$ cat src/rtl/dcache_refill_writer_if.sv
// rtl/dcache_refill_writer_if.sv - command, beat, array-write and completion signals of the refill writer
interface dcache_refill_writer_if #(
    parameter int BANK      = 8,
    parameter int BANK_BITS = 32,
    parameter int WAY       = 4,
    parameter int SET_WIDTH = 6,
    parameter int TAG       = 20,
    parameter int BUS_BITS  = 64
);
    localparam int BYTE = BANK_BITS / 8;

    logic                          req_valid;
    logic                          req_ready;
    logic [WAY-1:0]                req_way;
    logic [SET_WIDTH-1:0]          req_index;
    logic [TAG-1:0]                req_tag;
    logic                          req_dirty;

    logic                          beat_valid;
    logic                          beat_ready;
    logic [BUS_BITS-1:0]           beat_data;

    logic                          arr_req;
    logic                          arr_grant;
    logic [WAY-1:0]                tag_we;
    logic [WAY-1:0]                meta_we;
    logic [SET_WIDTH-1:0]          tagv_windex;
    logic [SET_WIDTH-1:0]          meta_windex;
    logic [TAG-1:0]                tag_wdata;
    logic                          wmeta_v;
    logic                          wmeta_dirty;
    logic [BANK-1:0]               bank_en;
    logic [BANK*WAY*BYTE-1:0]      bank_we;
    logic [BANK*SET_WIDTH-1:0]     bank_index;
    logic [BANK*BANK_BITS-1:0]     bank_wdata;

    logic                          done_valid;
    logic [SET_WIDTH-1:0]          done_index;
    logic [WAY-1:0]                done_way;

    modport master (
        output req_valid, req_way, req_index, req_tag, req_dirty,
        output beat_valid, beat_data, arr_grant,
        input  req_ready, beat_ready, arr_req,
        input  tag_we, meta_we, tagv_windex, meta_windex, tag_wdata, wmeta_v, wmeta_dirty,
        input  bank_en, bank_we, bank_index, bank_wdata,
        input  done_valid, done_index, done_way
    );

    modport slave (
        input  req_valid, req_way, req_index, req_tag, req_dirty,
        input  beat_valid, beat_data, arr_grant,
        output req_ready, beat_ready, arr_req,
        output tag_we, meta_we, tagv_windex, meta_windex, tag_wdata, wmeta_v, wmeta_dirty,
        output bank_en, bank_we, bank_index, bank_wdata,
        output done_valid, done_index, done_way
    );
endinterface

$ cat src/rtl/dcache_refill_writer.sv
// rtl/dcache_refill_writer.sv - collects refill beats into a line buffer and installs the line in one granted write cycle
module dcache_refill_writer #(
    parameter int BANK      = 8,
    parameter int BANK_BITS = 32,
    parameter int WAY       = 4,
    parameter int SET_WIDTH = 6,
    parameter int TAG       = 20,
    parameter int BUS_BITS  = 64
) (
    input  logic                  clk,
    input  logic                  rst,
    dcache_refill_writer_if.slave bus
);
    localparam int BYTE      = BANK_BITS / 8;
    localparam int LINE_BITS = BANK * BANK_BITS;
    localparam int BEATS     = LINE_BITS / BUS_BITS;
    localparam int CNT_W     = (BEATS > 1) ? $clog2(BEATS) : 1;

    typedef enum logic [1:0] {
        IDLE,
        FILL,
        REQ,
        DONE
    } state_t;

    state_t                 state;
    state_t                 state_next;
    logic [CNT_W-1:0]       cnt;
    logic [WAY-1:0]         lat_way;
    logic [SET_WIDTH-1:0]   lat_index;
    logic [TAG-1:0]         lat_tag;
    logic                   lat_dirty;
    logic [LINE_BITS-1:0]   line_buf;

    logic                   accept_req;
    logic                   accept_beat;
    logic                   last_beat;
    logic                   write_fire;

    assign accept_req  = (state == IDLE) && bus.req_valid;
    assign accept_beat = (state == FILL) && bus.beat_valid;
    assign last_beat   = (cnt == CNT_W'(BEATS - 1));

    always_comb begin
        state_next     = state;
        bus.req_ready  = 1'b0;
        bus.beat_ready = 1'b0;
        bus.arr_req    = 1'b0;
        bus.done_valid = 1'b0;
        write_fire     = 1'b0;
        case (state)
            IDLE: begin
                bus.req_ready = 1'b1;
                if (bus.req_valid) begin
                    state_next = FILL;
                end
            end
            FILL: begin
                bus.beat_ready = 1'b1;
                if (bus.beat_valid && last_beat) begin
                    state_next = REQ;
                end
            end
            REQ: begin
                bus.arr_req = 1'b1;
                if (bus.arr_grant) begin
                    write_fire = 1'b1;
                    state_next = DONE;
                end
            end
            DONE: begin
                bus.done_valid = 1'b1;
                state_next     = IDLE;
            end
            default: state_next = IDLE;
        endcase
    end

    always_ff @(posedge clk or negedge rst) begin
        if (!rst) begin
            state     <= IDLE;
            cnt       <= '0;
            lat_way   <= '0;
            lat_index <= '0;
            lat_tag   <= '0;
            lat_dirty <= 1'b0;
        end else begin
            state <= state_next;
            if (accept_req) begin
                lat_way   <= bus.req_way;
                lat_index <= bus.req_index;
                lat_tag   <= bus.req_tag;
                lat_dirty <= bus.req_dirty;
                cnt       <= '0;
            end else if (accept_beat) begin
                cnt <= cnt + 1'b1;
            end
        end
    end

    // Line data needs no reset: it is only ever read after a full set of beats has overwritten it.
    always_ff @(posedge clk) begin
        if (accept_beat) begin
            line_buf[cnt*BUS_BITS +: BUS_BITS] <= bus.beat_data;
        end
    end

    assign bus.tag_we      = write_fire ? lat_way : '0;
    assign bus.meta_we     = write_fire ? lat_way : '0;
    assign bus.tagv_windex = write_fire ? lat_index : '0;
    assign bus.meta_windex = write_fire ? lat_index : '0;
    assign bus.tag_wdata   = write_fire ? lat_tag : '0;
    assign bus.wmeta_v     = write_fire;
    assign bus.wmeta_dirty = write_fire & lat_dirty;
    assign bus.bank_en     = {BANK{write_fire}};

    for (genvar b = 0; b < BANK; b++) begin : g_bank
        assign bus.bank_index[b*SET_WIDTH +: SET_WIDTH] = write_fire ? lat_index : '0;
        assign bus.bank_wdata[b*BANK_BITS +: BANK_BITS] =
            write_fire ? line_buf[b*BANK_BITS +: BANK_BITS] : '0;
        for (genvar w = 0; w < WAY; w++) begin : g_way
            assign bus.bank_we[(b*WAY + w)*BYTE +: BYTE] = {BYTE{write_fire & lat_way[w]}};
        end
    end

    assign bus.done_index = (state == DONE) ? lat_index : '0;
    assign bus.done_way   = (state == DONE) ? lat_way : '0;
endmodule
$ cat src/flat_wrapper.sv
// flat-port wrapper written by rule: the top's interface ports become plain ports
module dcache_refill_writer_flat 
#(
    parameter int BANK      = 8,
    parameter int BANK_BITS = 32,
    parameter int WAY       = 4,
    parameter int SET_WIDTH = 6,
    parameter int TAG       = 20,
    parameter int BUS_BITS  = 64
)
  (clk, rst, bus_req_valid, bus_req_way, bus_req_index, bus_req_tag, bus_req_dirty, bus_beat_valid, bus_beat_data, bus_arr_grant, bus_req_ready, bus_beat_ready, bus_arr_req, bus_tag_we, bus_meta_we, bus_tagv_windex, bus_meta_windex, bus_tag_wdata, bus_wmeta_v, bus_wmeta_dirty, bus_bank_en, bus_bank_we, bus_bank_index, bus_bank_wdata, bus_done_valid, bus_done_index, bus_done_way);
  dcache_refill_writer_if #(.BANK(BANK), .BANK_BITS(BANK_BITS), .WAY(WAY), .SET_WIDTH(SET_WIDTH), .TAG(TAG), .BUS_BITS(BUS_BITS)) bus_i ();
  input  logic clk;
  input  logic rst;
  input wire logic [$bits(bus_i.req_valid)-1:0] bus_req_valid;
  input wire logic [$bits(bus_i.req_way)-1:0] bus_req_way;
  input wire logic [$bits(bus_i.req_index)-1:0] bus_req_index;
  input wire logic [$bits(bus_i.req_tag)-1:0] bus_req_tag;
  input wire logic [$bits(bus_i.req_dirty)-1:0] bus_req_dirty;
  input wire logic [$bits(bus_i.beat_valid)-1:0] bus_beat_valid;
  input wire logic [$bits(bus_i.beat_data)-1:0] bus_beat_data;
  input wire logic [$bits(bus_i.arr_grant)-1:0] bus_arr_grant;
  output wire logic [$bits(bus_i.req_ready)-1:0] bus_req_ready;
  output wire logic [$bits(bus_i.beat_ready)-1:0] bus_beat_ready;
  output wire logic [$bits(bus_i.arr_req)-1:0] bus_arr_req;
  output wire logic [$bits(bus_i.tag_we)-1:0] bus_tag_we;
  output wire logic [$bits(bus_i.meta_we)-1:0] bus_meta_we;
  output wire logic [$bits(bus_i.tagv_windex)-1:0] bus_tagv_windex;
  output wire logic [$bits(bus_i.meta_windex)-1:0] bus_meta_windex;
  output wire logic [$bits(bus_i.tag_wdata)-1:0] bus_tag_wdata;
  output wire logic [$bits(bus_i.wmeta_v)-1:0] bus_wmeta_v;
  output wire logic [$bits(bus_i.wmeta_dirty)-1:0] bus_wmeta_dirty;
  output wire logic [$bits(bus_i.bank_en)-1:0] bus_bank_en;
  output wire logic [$bits(bus_i.bank_we)-1:0] bus_bank_we;
  output wire logic [$bits(bus_i.bank_index)-1:0] bus_bank_index;
  output wire logic [$bits(bus_i.bank_wdata)-1:0] bus_bank_wdata;
  output wire logic [$bits(bus_i.done_valid)-1:0] bus_done_valid;
  output wire logic [$bits(bus_i.done_index)-1:0] bus_done_index;
  output wire logic [$bits(bus_i.done_way)-1:0] bus_done_way;
  assign bus_i.req_valid = bus_req_valid;
  assign bus_i.req_way = bus_req_way;
  assign bus_i.req_index = bus_req_index;
  assign bus_i.req_tag = bus_req_tag;
  assign bus_i.req_dirty = bus_req_dirty;
  assign bus_i.beat_valid = bus_beat_valid;
  assign bus_i.beat_data = bus_beat_data;
  assign bus_i.arr_grant = bus_arr_grant;
  assign bus_req_ready = bus_i.req_ready;
  assign bus_beat_ready = bus_i.beat_ready;
  assign bus_arr_req = bus_i.arr_req;
  assign bus_tag_we = bus_i.tag_we;
  assign bus_meta_we = bus_i.meta_we;
  assign bus_tagv_windex = bus_i.tagv_windex;
  assign bus_meta_windex = bus_i.meta_windex;
  assign bus_tag_wdata = bus_i.tag_wdata;
  assign bus_wmeta_v = bus_i.wmeta_v;
  assign bus_wmeta_dirty = bus_i.wmeta_dirty;
  assign bus_bank_en = bus_i.bank_en;
  assign bus_bank_we = bus_i.bank_we;
  assign bus_bank_index = bus_i.bank_index;
  assign bus_bank_wdata = bus_i.bank_wdata;
  assign bus_done_valid = bus_i.done_valid;
  assign bus_done_index = bus_i.done_index;
  assign bus_done_way = bus_i.done_way;
  dcache_refill_writer #(.BANK(BANK), .BANK_BITS(BANK_BITS), .WAY(WAY), .SET_WIDTH(SET_WIDTH), .TAG(TAG), .BUS_BITS(BUS_BITS)) u_core (.clk(clk), .rst(rst), .bus(bus_i));
endmodule
$ cat config.mk
export PLATFORM = sky130hd
export DESIGN_NAME = dcache_refill_writer_flat
export DESIGN_NICKNAME = d
export VERILOG_FILES = /design/src/rtl/dcache_refill_writer_if.sv /design/src/rtl/dcache_refill_writer.sv /design/src/flat_wrapper.sv
export SDC_FILE = /design/constraint.sdc
export NUM_CORES = 1
export LEC_CHECK = 0
export ABC_AREA = 1
export BUFFER_PORTS_ARGS = -buffer_cell sky130_fd_sc_hd__buf_2
export CORE_AREA = 2 2 233 235
export DETAILED_ROUTE_END_ITERATION = 6
export DIE_AREA = 0 0 235 237
export GPL_ROUTABILITY_DRIVEN = 0
export GPL_TIMING_DRIVEN = 1
export PLACE_DENSITY = 0.61
export SLEW_MARGIN = 20
export SYNTH_ARGS = -nofsm -noshare
export SYNTH_HDL_FRONTEND = slang
export SYNTH_SLANG_ARGS = --single-unit
$ cat constraint.sdc
create_clock -name clk -period 12.7 [get_ports clk]
set_input_delay 1.905 -clock clk [delete_from_list [all_inputs] [get_ports clk]]
set_output_delay 1.905 -clock clk [all_outputs]
set_load 0.02 [all_outputs]
==> results of run 1 <==
## cell families after synthesis
| kind of cell | Yosys count | synth area share |
|---|---|---|
| AO/OA/AOI/OAI | 33 | 0.01133 |
| buffers and inverters | 642 | 0.2246 |
| adder cells (fa/ha/maj) | 9 | 0.007729 |
| flip-flops | 291 | 0.5877 |
| AND/OR/NAND/NOR | 618 | 0.1687 |
## worst max-delay path by stage
| stage | slack, ns | cells past startpoint | end | from |
|---|---|---|---|---|
| 6_report | 6.48 | 6 | bus_bank_wdata[171] | bus_arr_grant |
| 5_1_grt | 6.29 | 6 | bus_bank_wdata[171] | bus_arr_grant |
| 4_1_cts | 6.53 | 6 | bus_bank_wdata[171] | bus_arr_grant |
| 3_5_place_dp | 6.54 | 6 | bus_bank_wdata[179] | bus_arr_grant |
| 3_3_place_gp | 6.72 | 6 | bus_bank_wdata[120] | bus_arr_grant |
| 2_1_floorplan | 6.77 | 5 | bus_bank_we[100] | bus_arr_grant |
## worst reg2reg max path, stage by stage, from the launching register on
cell and delay [ns]:
dfrtp_1 0.47, inv_2 0.68, ha_1 0.39, inv_2 0.13
nor2_2 0.10, nand2_2 0.38, buf_4 0.51, nor2_1 0.18
## cell type report
type,count,share of cell area
diodes,1,0.0001401
clock buffers,37,0.04826
clock inverters,25,0.01079
inverters,377,0.07929
multi-input cells,660,0.1572
flip-flops and latches,291,0.4794
well taps,696,0.04875
repair buffers,610,0.1762
## synth_stat cells, types with 9 or more instances
library cell / n
nand2_1: 31
nor2_1: 498
buf_6: 9
edfxtp_1: 256
nor3_1: 82
buf_4: 194
inv_1: 373
a21oi_1: 32
dfrtp_1: 35
ha_1: 9
clkbuf_1: 9
buf_2: 53
## power by group through the flow
stage                     Combinational (W)  Sequential [W]  Clock, W
after floorplan                     0.00116         0.00127         0
after global placement              0.00148         0.00127         0
after detailed placement            0.00150         0.00128         0
after CTS                           0.00151         0.00126  0.000962
after global routing                0.00161         0.00127  0.000999
final                               0.00148         0.00126  0.000934
## registers in the layout (all words and copies together), names as in the netlist
| signal | cells |
|---|---|
| u_core.cnt | 2 |
| u_core.lat_dirty | 1 |
| u_core.lat_index | 6 |
| u_core.lat_tag | 20 |
| u_core.lat_way | 4 |
| u_core.line_buf | 256 |
| u_core.state | 2 |
## layer usage
layer | vias to the layer above | wire length, um | GRT usage
met5 | - | 29 | 0
met4 | 4 | 864 | 0.03797
met3 | 71 | 2604 | 0.02693
met2 | 473 | 23490 | 0.2813
met1 | 5413 | 17910 | 0.1851
li1 | 5341 | - | -
## stage by stage
step / cell area, um2 / util / instances / hold WS (ns)
global placement: 16710 / 0.3136 / 2631 / 0.4953
global route: 17860 / 0.3352 / 2697 / 0.5340
finish: 17860 / 0.3352 / 2697 / 0.5140
CTS: 17800 / 0.3340 / 2694 / 0.5161
floorplan: 14570 / - / 1593 / 0.4811
detailed placement: 16740 / 0.3142 / 2632 / 0.5042
==> metrics.txt, run 1 <==
reg2reg path depth=7; most area-hungry cell type in the Yosys netlist=edfxtp_1; worst hold path depth=2; Die Y-Extent=~240 um; NumNets Final=~2100; Async SR Flop Fraction=0.1203; Max VDD drop=just over 0.00008 V; first-pass GRT wire length=65070 um; R2R setup slack=around 9.6 ns; Resized Gates After CTS=0; Synth Instances=around 1600; Area growth syn-to-layout=22.59%; Worst EP arrival=roughly 4.3 ns; top_reg_cell synth=edfxtp_1; Starting Density=0.2735; Startpoint Class=input port; GR Overflow Total=0; WP buf/inv=4; number of global-route vias before repair=between 10000 and 15000; CP top delay family=buffers and inverters; clock share of power=0.254; per-cell routed wire length=between 15 and 20 um; pre-CTS setup slack=roughly 6.5 ns; CTS tree=yes; Pwr Density=around 200 nW/um2; GRT Overall Usage=0.1533; die width=235 um; share of the synthesized area in the top cell type=0.5276; input/output buffers=between 500 and 600; final WL=44890 um; Overall Power=~0.0037 W; initial DRC count=approximately 630; RSZ-0062 raised after global routing=false; CP endpoint kind=primary output; multi-input logic area=between 2000 and 3000 um2; status=finished clean; Max Slew Vio Count=0; # hold bufs at CTS=0; Synth cell types=20; yosys warns=0; switch share=0.4250; vias per inst=around 4.2; Slew @ Worst Pin=1.056 ns; NetSw=between 0.0015 and 0.002 W; TritonCTS Buffers=34; full die area=~56000 um2; number of synthesized register bits=slightly below 300; Critical R2R Launch=u_core.cnt[0]; Storage cell area=about 8600 um2; total negative slack=0 ns; Fillers=5514; post-layout worst setup margin=approximately 6.5 ns; Internal=around 0.0021 W; # Max-Cap Violations=0; drt first pass iters=5; commonest cells after routing, fill and taps aside=595 x buf_2, 491 x nor2_1, 373 x inv_1; Fmax=approximately 0.16 GHz; via count=between 10000 and 15000; crit-path cells=buf_2, nand2_4, buf_4, buf_4, nor2_1, buf_2; Post-CTS Setup Inserts=0; commonest non-fill, non-tap cell in the layout=buf_2; CTS root buf=clkbuf_16; Rows=85; Hold Crit Class=register to register; Sequential Power Share=0.343; deepest clock path buffer count=3; hpwl dp=slightly above 30000 um; post-synthesis sequential area ratio=0.5877; number of synthesized flops with an enable pin=around 260; Net Count, Synth=~1700; DRT antenna net count=0; Crit Path Max Fanout=108; Core Region=about 53000 um2; clk sink count=291; largest net degree at the start of global routing=roughly 110; antenna violations before repair=10; CP peak stage delay=between 0.8 and 0.9 ns; mapped cell area=14570 um2; synth top area cells=edfxtp_1 53%, nor2_1 13%, buf_4 10%; leakage=9.828 nW; CP max stage cell=buf_4; Combinational Power Share=0.403; Synth Area per Inst=between 9 and 10 um2; Hold EP=u_core.lat_tag[2]; setup violators final=0; final hold vios=0; clock-pin transition on the worst setup and hold timing paths=roughly 0.060 ns; HP Start=u_core.lat_tag[2]; Setup CP Type=input port to primary output; Ports=between 500 and 600; layout cells sized above 1=0.3385; RR Endpoint=u_core.line_buf[116]; Max H-tree Level=2; clk_lat worst skew=0.54 ns; Final Critical Period=6.224 ns; period utilization=0.4901; skew final=~0.020 ns; residual DRC count=0; Rel. slew slack=0.2958; required time worst endpoint=around 11 ns
(Power assumes the default switching activity.)
==> run 2, diff against run 1 <==
Settings changed: ABC_AREA 1 to 0, CORE_AREA 2 2 233 235 to 2 2 235 237, DIE_AREA 0 0 235 237 to 0 0 237 239.
Clock period 12.7 ns to 6.25 ns, I/O delays scaled along.
==> metrics.txt, run 2 <==
status=finished clean; leakage=between 9 and 10 nW; largest registers=u_core.line_buf (256), u_core.lat_tag (20), u_core.lat_index (6); CP endpoint kind=primary output; largest net degree at the start of global routing=~220; final hold vios=0; clk_lat worst skew=approximately 0.54 ns; Startpoint Class=register; Net Count, Synth=about 1300; hpwl dp=~29000 um; Crit Path Max Fanout=between 200 and 250; Post-CTS Setup Inserts=0; area of placed instances=between 15000 and 20000 um2; multi-input logic area=4150 um2; Max H-tree Level=2; setup violators final=0; mapped cell area=between 10000 and 15000 um2; per-cell routed wire length=around 19 um; Rows=86; CP max stage cell=ha_4; commonest non-fill, non-tap cell in the layout=buf_2; # hold bufs at CTS=0; crit-path cells=inv_1, ha_4, buf_12, and3_1, buf_2; most instantiated cells after synthesis=291 x and3_1, 256 x edfxtp_1, 233 x and2_1, 195 x buf_4, 85 x clkbuf_1; NumNets Final=about 1700; Resized Gates After CTS=0; layout cells sized above 1=0.4513; WP buf/inv=3; Fmax=about 0.26 GHz; Max Slew Vio Count=0; skew final=between 0.03 and 0.04 ns; max reg flops=256; Final Critical Period=about 3.9 ns; share of the synthesized area in the top cell type=0.5297; input/output buffers=between 500 and 600; Fillers=~5500; Worst EP arrival=roughly 3 ns; clock-pin transition on the worst setup and hold timing paths=around 0.06 ns; final WL=approximately 44000 um; GRT Overall Usage=0.1454; clk sink count=291; first-pass GRT wire length=62020 um; Storage cell area=8563 um2; Max VDD drop=around 0.00023 V; Die Y-Extent=239 um; # Max-Cap Violations=0; TritonCTS Buffers=34; full die area=56640 um2; top_reg_cell synth=edfxtp_1; Slew @ Worst Pin=1.009 ns; Area growth syn-to-layout=22.09%; Synth Area per Inst=12.04 um2; GR Overflow Total=0; Setup CP Type=register to primary output; number of synthesized register bits=291; Ports=596; yosys warns=0; CP top delay family=buffers and inverters; CP peak stage delay=approximately 0.56 ns; RSZ-0062 raised after global routing=false; number of global-route vias before repair=~9600; via count=~10000; residual DRC count=0; top-count cell post-synth=and3_1; Async SR Flop Fraction=0.1203; die width=about 240 um; most area-hungry cell type in the Yosys netlist=edfxtp_1; Pwr Density=a little over 400 nW/um2; Hold Crit Class=register to register; Synth cell types=28; commonest cells after routing, fill and taps aside=594 x buf_2, 287 x and3_1, 256 x edfxtp_1; synth top area cells=edfxtp_1 53%, and3_1 13%, buf_4 10%; antenna violations before repair=5; worst hold margin=0.5049 ns; deepest clock path buffer count=3; post-synthesis sequential area ratio=0.5900; CTS tree=yes; Synth Instances=around 1200; CTS root buf=clkbuf_16; period utilization=0.6178; Rel. slew slack=0.3236; Largest Register=u_core.line_buf; drt first pass iters=4; Core Region=between 50000 and 60000 um2; Post-Layout Inst Area=17720 um2; Starting Density=0.2671; DRT antenna net count=0; vias per inst=~4.4; total negative slack=0 ns; number of synthesized flops with an enable pin=~260; initial DRC count=between 600 and 700; required time worst endpoint=between 5 and 6 ns
-- run 2: path summary, 6_finish.rpt --
path | from | endpoint | slack [ns] | depth (start not counted)
hold / removal | u_core.lat_tag[11] | u_core.lat_tag[11] | 0.50 | 1
min in group asynchronous | rst | u_core.lat_tag[10] | 0.55 | 1
setup / recovery | u_core.state[0] | bus_bank_wdata[108] | 2.39 | 5
setup reg to reg | u_core.cnt[0] | u_core.line_buf[226] | 3.31 | 5
hold reg to reg | u_core.lat_tag[11] | u_core.lat_tag[11] | 0.50 | 1
max in group asynchronous | rst | u_core.lat_tag[0] | 5.10 | 1
-- run 2: stage by stage --
stage	cells	power, W	worst slack [ns]	utilization
2_1_floorplan	1205	0.004804	2.676	-
3_3_place_gp	2227	0.005503	2.709	0.3073
3_5_place_dp	2227	0.005541	2.564	0.3073
4_1_cts	2286	0.007420	2.235	0.3261
5_1_grt	2287	0.007688	2.119	0.3261
6_report	2287	0.007323	2.389	0.3261
-- run 2: cells by family (layout without fill, tap and decap cells) --
| group | count (synthesis) | after routing | share of synthesized area |
|---|---|---|---|
| DFF | 291 | 291 | 0.5900 |
| buffers and inverters | 293 | 670 | 0.1272 |
| other | 0 | 1 | 0 |
| adders and majority gates | 9 | 9 | 0.007759 |
| muxes | 34 | 34 | 0.02621 |
| AOI/OAI and AO/OA | 3 | 3 | 0.001379 |
| xor gates and xnor gates | 1 | 1 | 0.0006036 |
| and+or+nand+nor | 574 | 574 | 0.2469 |
-- run 2: per-layer routing --
layer	share of wire	vias to the layer above	routed length [um]	global-route usage
met3	0.075	70	3281	0.03926
li1	-	4679	-	-
met1	0.40	4924	17740	0.1782
met4	0.028	4	1236	0.05025
met5	0.00061	-	27	0
met2	0.49	446	21720	0.2468
-- run 2: worst register-to-register path, stage by stage, from the launching register on --
cell and delay, ns:
dfrtp_1 0.44, inv_1 0.19, ha_1 0.41, nor3_2 0.83, buf_4 0.64, and2_1 0.27
-- run 2: final cells by class --
class                      instances  area share
antenna                            1   0.0001412
tap                              704     0.04971
clock inverter                    20    0.008332
clock buffer                      39     0.04907
timing repair buffer             605      0.1740
multi-input combinational        621      0.2342
sequential                       291      0.4832
inverter                           6    0.001271
-- run 2: power by group --
| group | total (W) | internal [W] | switching (W) |
|---|---|---|---|
| clock network | 0.00186 | 0.00105 | 0.000809 |
| logic | 0.00290 | 0.000927 | 0.00197 |
| registers | 0.00257 | 0.00247 | 0.000104 |
